[src/rtl/debounce_pkg.sv]
// debounce_pkg: shared hold-FSM state type, default timing constants and width helper
package debounce_pkg;

    typedef enum logic [1:0] {IDLE, WAIT_HOLD, REPEAT} hold_state_t;

    localparam int DEF_CHANNELS        = 4;
    localparam int DEF_DEBOUNCE_CYCLES = 262144;
    localparam int DEF_HOLD_CYCLES     = 50_000_000;
    localparam int DEF_REPEAT_CYCLES   = 10_000_000;
    localparam bit DEF_ACTIVE_LOW      = 1'b0;

    function automatic int clog2_min1(input int n);
        return (n < 2) ? 1 : $clog2(n);
    endfunction

endpackage

[src/rtl/debounce_chan.sv]
// debounce_chan: one input conditioned through sync, debounce and hold/repeat strobes
module debounce_chan
    import debounce_pkg::*;
#(
    parameter int DEBOUNCE_CYCLES = DEF_DEBOUNCE_CYCLES,
    parameter int HOLD_CYCLES     = DEF_HOLD_CYCLES,
    parameter int REPEAT_CYCLES   = DEF_REPEAT_CYCLES,
    parameter bit ACTIVE_LOW      = DEF_ACTIVE_LOW
) (
    input  logic clk,
    input  logic rst,
    input  logic in,
    output logic out,
    output logic ondn,
    output logic onup,
    output logic hold,
    output logic rpt
);

    localparam int HMAX = (HOLD_CYCLES > REPEAT_CYCLES) ? HOLD_CYCLES : REPEAT_CYCLES;
    localparam int DW = clog2_min1(DEBOUNCE_CYCLES);
    localparam int HW = clog2_min1(HMAX);
    localparam logic [DW-1:0] D_LAST = DW'(DEBOUNCE_CYCLES - 1);
    localparam logic [HW-1:0] H_LAST = HW'(HOLD_CYCLES - 1);
    localparam logic [HW-1:0] R_LAST = HW'(REPEAT_CYCLES - 1);
    localparam bit HOLD_EN = HOLD_CYCLES != 0;
    localparam bit RPT_EN = REPEAT_CYCLES != 0;

    logic sync_0, sync_1, flip, rise, fall, hold_n, rpt_n;
    logic [DW-1:0] dcnt;
    logic [HW-1:0] hcnt, hcnt_n;
    hold_state_t state, state_n;

    assign flip = (sync_1 != out) && (dcnt == D_LAST);
    assign rise = flip & ~out;
    assign fall = flip & out;

    // release wins over everything so hold/rpt can never share a cycle with onup
    always_comb begin
        state_n = state;
        hcnt_n = hcnt + 1'b1;
        hold_n = 1'b0;
        rpt_n = 1'b0;
        if (fall) begin
            state_n = IDLE;
            hcnt_n = '0;
        end else if (rise) begin
            state_n = HOLD_EN ? WAIT_HOLD : IDLE;
            hcnt_n = '0;
        end else begin
            case (state)
                IDLE: hcnt_n = '0;
                WAIT_HOLD: if (hcnt == H_LAST) begin
                    hold_n = 1'b1;
                    hcnt_n = '0;
                    state_n = REPEAT;
                end
                REPEAT: if (!RPT_EN) begin
                    hcnt_n = hcnt;
                end else if (hcnt == R_LAST) begin
                    rpt_n = 1'b1;
                    hcnt_n = '0;
                end
                default: state_n = IDLE;
            endcase
        end
    end

    always_ff @(posedge clk or posedge rst) begin
        if (rst) begin
            sync_0 <= 1'b0;
            sync_1 <= 1'b0;
            dcnt <= '0;
            out <= 1'b0;
            ondn <= 1'b0;
            onup <= 1'b0;
            hold <= 1'b0;
            rpt <= 1'b0;
            hcnt <= '0;
            state <= IDLE;
        end else begin
            sync_0 <= in ^ ACTIVE_LOW;
            sync_1 <= sync_0;
            dcnt <= (sync_1 == out || flip) ? '0 : dcnt + 1'b1;
            out <= out ^ flip;
            ondn <= rise;
            onup <= fall;
            hold <= hold_n;
            rpt <= rpt_n;
            hcnt <= hcnt_n;
            state <= state_n;
        end
    end

endmodule

[src/rtl/debounce_bank.sv]
// debounce_bank: CHANNELS independent button conditioners
module debounce_bank
    import debounce_pkg::*;
#(
    parameter int CHANNELS        = DEF_CHANNELS,
    parameter int DEBOUNCE_CYCLES = DEF_DEBOUNCE_CYCLES,
    parameter int HOLD_CYCLES     = DEF_HOLD_CYCLES,
    parameter int REPEAT_CYCLES   = DEF_REPEAT_CYCLES,
    parameter bit ACTIVE_LOW      = DEF_ACTIVE_LOW
) (
    input  logic                clk,
    input  logic                rst,
    input  logic [CHANNELS-1:0] in,
    output logic [CHANNELS-1:0] out,
    output logic [CHANNELS-1:0] ondn,
    output logic [CHANNELS-1:0] onup,
    output logic [CHANNELS-1:0] hold,
    output logic [CHANNELS-1:0] rpt
);

    for (genvar i = 0; i < CHANNELS; i++) begin : g_chan
        debounce_chan #(
            .DEBOUNCE_CYCLES(DEBOUNCE_CYCLES),
            .HOLD_CYCLES(HOLD_CYCLES),
            .REPEAT_CYCLES(REPEAT_CYCLES),
            .ACTIVE_LOW(ACTIVE_LOW)
        ) u_chan (
            .clk(clk),
            .rst(rst),
            .in(in[i]),
            .out(out[i]),
            .ondn(ondn[i]),
            .onup(onup[i]),
            .hold(hold[i]),
            .rpt(rpt[i])
        );
    end

endmodule

[config.mk]
export PLATFORM = sky130hd
export DESIGN_NAME = debounce_bank
export DESIGN_NICKNAME = d
export VERILOG_FILES = /design/src/rtl/debounce_pkg.sv /design/src/rtl/debounce_chan.sv /design/src/rtl/debounce_bank.sv
export SDC_FILE = /design/constraint.sdc
export NUM_CORES = 1
export LEC_CHECK = 0
export BUFFER_PORTS_ARGS = -buffer_cell sky130_fd_sc_hd__buf_2
export CORE_MARGIN = 1.5
export CORE_UTILIZATION = 55
export CTS_CLUSTER_DIAMETER = 150
export DETAILED_ROUTE_END_ITERATION = 6
export PLACE_DENSITY = 0.79
export SLEW_MARGIN = 10
export SYNTH_ARGS = -nofsm -noshare
export SYNTH_HDL_FRONTEND = slang
export SYNTH_SLANG_ARGS = --single-unit
[constraint.sdc]
create_clock -name clk -period 15 [get_ports clk]
set_input_delay 3 -clock clk [delete_from_list [all_inputs] [get_ports clk]]
set_output_delay 3 -clock clk [all_outputs]
set_load 0.1 [all_outputs]
Word level (Yosys, flattened, before mapping)

Cells that the tools add are included.

Add/sub/neg operators: 8
Equal/unequal tests: 36
Multiplexer cells: 72
Bitwise gates (word level): 16
Reduce and logical (&&, ||, !) cells: 20

Operator list:

| cell                                                  | count |
|---|---|
| 2-to-1 mux 26 bit                                     | 16 |
| one-hot mux 26 bit (3 select lines)                   | 4 |
| adder 26 x 1 -> 26 bit, second input constant         | 4 |
| equality test 26 x 24 -> 1 bit, second input constant | 4 |
| equality test 26 bit, second input constant           | 4 |
| adder 18 x 1 -> 18 bit, second input constant         | 4 |
| equality test 18 bit, second input constant           | 4 |
| 2-to-1 mux 18 bit                                     | 4 |
| 2-to-1 mux 1 bit                                      | 32 |
| 2-to-1 mux 2 bit                                      | 12 |
| inequality test 4 x 1 -> 1 bit, second input constant | 4 |
| one-hot mux 2 bit (2 select lines)                    | 4 |
| inequality test 3 x 1 -> 1 bit, second input constant | 4 |
| AND 1 bit                                             | 8 |
| equality test 2 x 1 -> 1 bit, second input constant   | 4 |
| equality test 2 bit, second input constant            | 4 |
| logical NOT 2 bit                                     | 4 |
| AND reduction 2 bit                                   | 4 |
| OR reduction 2 bit                                    | 4 |
| equality test 1 bit                                   | 4 |
| logical AND 1 bit                                     | 4 |
| logical OR 1 bit                                      | 4 |
| inequality test 1 bit                                 | 4 |
| inverter 1 bit                                        | 4 |
| XOR 1 bit                                             | 4 |

Bits in registers: 212
Input bits: 6
Output and inout port bits: 20

Depth between registers and ports, before layout

Depth in word-level cells: 5
Gate-level depth with buffers: 8

Cells and area by module

From an unflattened synthesis, not the netlist that was laid out.

Cells, all modules: 1010
Area total of the unflattened synthesis: 10234.8 µm²

By module, submodules not included:

| module                                | instances | cells each | area each (µm²) | sequential area each (µm²) |
|---|---|---|---|---|
| debounce_chan at g_chan[0].u_chan ... | 3         | 251        | 2548.7          | 1326.3 |
| debounce_chan at g_chan[3].u_chan     | 1         | 257        | 2588.7          | 1326.3 |

Least setup slack after synthesis

OpenSTA, ideal clock, no wires.

Kind: register -> output
From: register (tool-made name)
To: output port out[1]
Arrival time: 0.731 ns
Setup slack: 11.269 ns
Cell stages (with the launch flop): 2
Path buffers: 1
Cells stage by stage: dfrtp_1 > buf_4

RTL lines:

| item      | RTL line            | source |
|---|---|---|
| to (decl) | debounce_bank.sv:14 | `output logic [CHANNELS-1:0] out,` |

==> impl_metrics.yaml <==
place:
  io_buffer_count: 25
  placement.cell_area_um2: 10400
  gp_congestion: 0.776
  detailedPlacementHpwl_um: 11500
floorplan:
  std_cell_rows: 49
  die_w_um: 139
  dieArea_um2: 19400
  die_height_um: 139
  floorplan.initialDensity_pct: 56.5
  floorplan.io_pins: 26
  core_area_um2: 18100
drt:
  drt-vias-per-instance: 5.55
  route.final.wire_length_um: 18000
  drtPass1Iterations: 6
  vias: 6988
  detail-route-antenna-nets: 0
  wl_per_cell_um: 14.3
  route.detailed.drc: 2
  detail_route.iter0.violations: 377
clock_network:
  clockRootBuffer: "clkbuf_16"
  clock_insertion_delay_worst_skew_ns: 0.50
  clock_path_buffers: 3
  cts_hold_buf: 0
  clock-sinks: 212
  cts.reportedPaths.clkPinSlew_ns: 0.06
  htreeDepth: 1
  tritoncts: "done"
  post_cts_resized: 0
  postCtsSetupRepairBufs: 0
  cts_inserted_buffers: 23
yosys:
  synth_top_cell_area_share_pct: 51.9
  seq_area_frac_synth_pct: 51.9
  synth_top_flop_cell: "dfrtp_1"
  yosys.area.top_type: "dfrtp_1"
  leading_post_synthesis_cells_by_cell_area: "dfrtp_1, xor2_1, nor2_1"
  yosysWarningCount: 0
  synth_edf_count: 0
  post_synth_num_cell_types: 48
  average_footprint_of_a_synthesized_cell_um2: 10.2
  synthArstFlopShare_pct: 100
  synthesis.nets: 1018
  syn_area_um2: 10200
  syn_inst: 1004
  synth_seq_cells: 212
cells_and_area:
  mostFrequentLayoutCells: "dfrtp_1, nor2_1, xor2_1, nand3_1, nand2_1"
  final_nets: 1030
  post_route_cells_drive_above_1_share_pct: 7.95
  mostFrequentLayoutCell: "dfrtp_1"
  post_route_design_area_um2: 11100
  nFillCells: 1442
  area_growth_syn_to_layout_pct: 8.17
  diodes: 0
setup_path:
  critical_path.reg2reg.startpoint: "g_chan[0].u_chan.dcnt[0]$_DFF_PP0_"
  timing.critical_path.cells: "buf_2"
  critPathBufInv: 1
  start_kind: "flop"
  worstPathRequired_ns: 12.00
  endpoint_kind: "output pin"
  cp_slowest_stage_delay_ns: 0.47
  critical-path-slowest-cell: "dfrtp_1"
  setup.worst_path.class: "reg -> out"
  worstPathArrival_ns: 1.45
  critical_path.top_delay_family: "flip-flops"
  critical_path.max_fanout: 7
outcome:
  status: "complete, but fails checks"
  failed_checks: "DRC"
global_routing:
  grt_max_degree: 143
  globalRouteOverflowTotal: 0
  antenna_found_initial: 0
  global_route_usage_over_all_layers_pct: 19.5
  vias_in_the_first_global_route: 6890
  grt_pass1_wl_um: 32300
flow_run:
  max-cap-violations: 0
sta:
  setup-violations-final: 0
  fin_skew_ns: 0.00600
  period_share_pct: 29.6
  finalHoldViolCount: 0
  maxClockFrequency_mhz: 225
  final.setup.tns_ns: 0
  grt_setup_unrepaired: "no"
  maxSlewHeadroom_pct: 29.4
  timing_worst_slew_pin_value_ns: 1.05
  period_minus_slack_ns: 4.45
  slew_viol_final: 0
min_path:
  worst_hold_path_type: "reg -> reg"
  hold_wc_startpoint: "g_chan[2].u_chan.sync_0$_DFF_PP0_"
power:
  total_power_mw: 1.12
  vdd_drop_max_uv: 83.1
  power.leakage_nw: 4.63
  power_per_cell_area_nw_per_um2: 102
==> power breakdown <==
part / switching (mW) / total, mW / leakage, nW / internal [mW]
logic: 0.0168 / 0.0207 / 1.35 / 0.00388
registers: 0.00370 / 0.579 / 2.93 / 0.576
clock network: 0.221 / 0.523 / 0.340 / 0.302
total: 0.241 / 1.12 / 4.63 / 0.882
==> metrics by stage <==
step           utilization (%)  worst slack [ns]  hold WS, ns  std cells
2_1_floorplan                -              6.21        0.331       1004
3_3_place_gp              57.3             10.23        0.334       1220
3_5_place_dp              57.3             10.21        0.335       1220
4_1_cts                   61.1             10.54        0.348       1260
5_1_grt                   61.1             10.49        0.353       1260
6_report                  61.1             10.55        0.348       1260
==> cell usage after synthesis (5+ instances only) <==
cell type / instances
a21oi_1: 5
and2_1: 7
and3_1: 21
and4_1: 21
buf_2: 6
buf_4: 23
buf_6: 6
dfrtp_1: 212
ha_1: 8
inv_1: 15
nand2_1: 64
nand2b_1: 9
nand3_1: 83
nand4_1: 51
nor2_1: 204
nor3_1: 26
nor3b_1: 9
nor4_1: 11
xnor2_1: 55
xor2_1: 109
==> registers in the layout, indices dropped and copies added (netlist names), named ones only <==
| signal | cells |
|---|---|
| g_chan.u_chan.dcnt | 72 |
| g_chan.u_chan.hcnt | 104 |
| g_chan.u_chan.hold | 4 |
| g_chan.u_chan.ondn | 4 |
| g_chan.u_chan.onup | 4 |
| g_chan.u_chan.rpt | 4 |
| g_chan.u_chan.state | 8 |
| g_chan.u_chan.sync_0 | 4 |
| g_chan.u_chan.sync_1 | 4 |
==> logic make-up (layout without fill, tap and decap cells) <==
kind of cell,count (synthesis),count (layout),synth area share (%)
adder cells (fa/ha/maj),8,8,0.980
buffers and inverters,54,81,3.34
AND/OR/NAND/NOR,543,543,27.5
XOR/XNOR,164,164,14.1
AO/OA/AOI/OAI,23,23,2.22
flip-flops,212,212,51.9
==> final timing paths <==
kind	to	slack (ns)	depth (start not counted)
setup / recovery	out[1]	10.55	1
hold / removal	g_chan[2].u_chan.sync_1$_DFF_PP0_	0.35	0
setup reg to reg	g_chan[0].u_chan.hcnt[6]$_DFF_PP0_	12.49	6
hold reg to reg	g_chan[2].u_chan.sync_1$_DFF_PP0_	0.35	0
max in group asynchronous	g_chan[2].u_chan.hcnt[17]$_DFF_PP0_	10.87	3
min in group asynchronous	g_chan[1].u_chan.dcnt[15]$_DFF_PP0_	2.72	2
==> layer usage <==
layer	vias up	track usage, %	routed length, um
met2	111	31.2	8330
met5	-	0	0
met1	3395	27.7	8650
met4	0	5.71	422
met3	33	2.92	588
li1	3449	-	-
==> layout make-up <==
cell class | count | area, um^2 | share of cell area [%]
clock inverter | 6 | 36.3 | 0.328
multi-input combinational | 738 | 4570 | 41.4
clock buffer | 34 | 657 | 5.94
sequential | 212 | 5310 | 48.0
timing repair buffer | 26 | 133 | 1.20
tap | 229 | 287 | 2.59
inverter | 15 | 63.8 | 0.577
(Power assumes the default switching activity.)
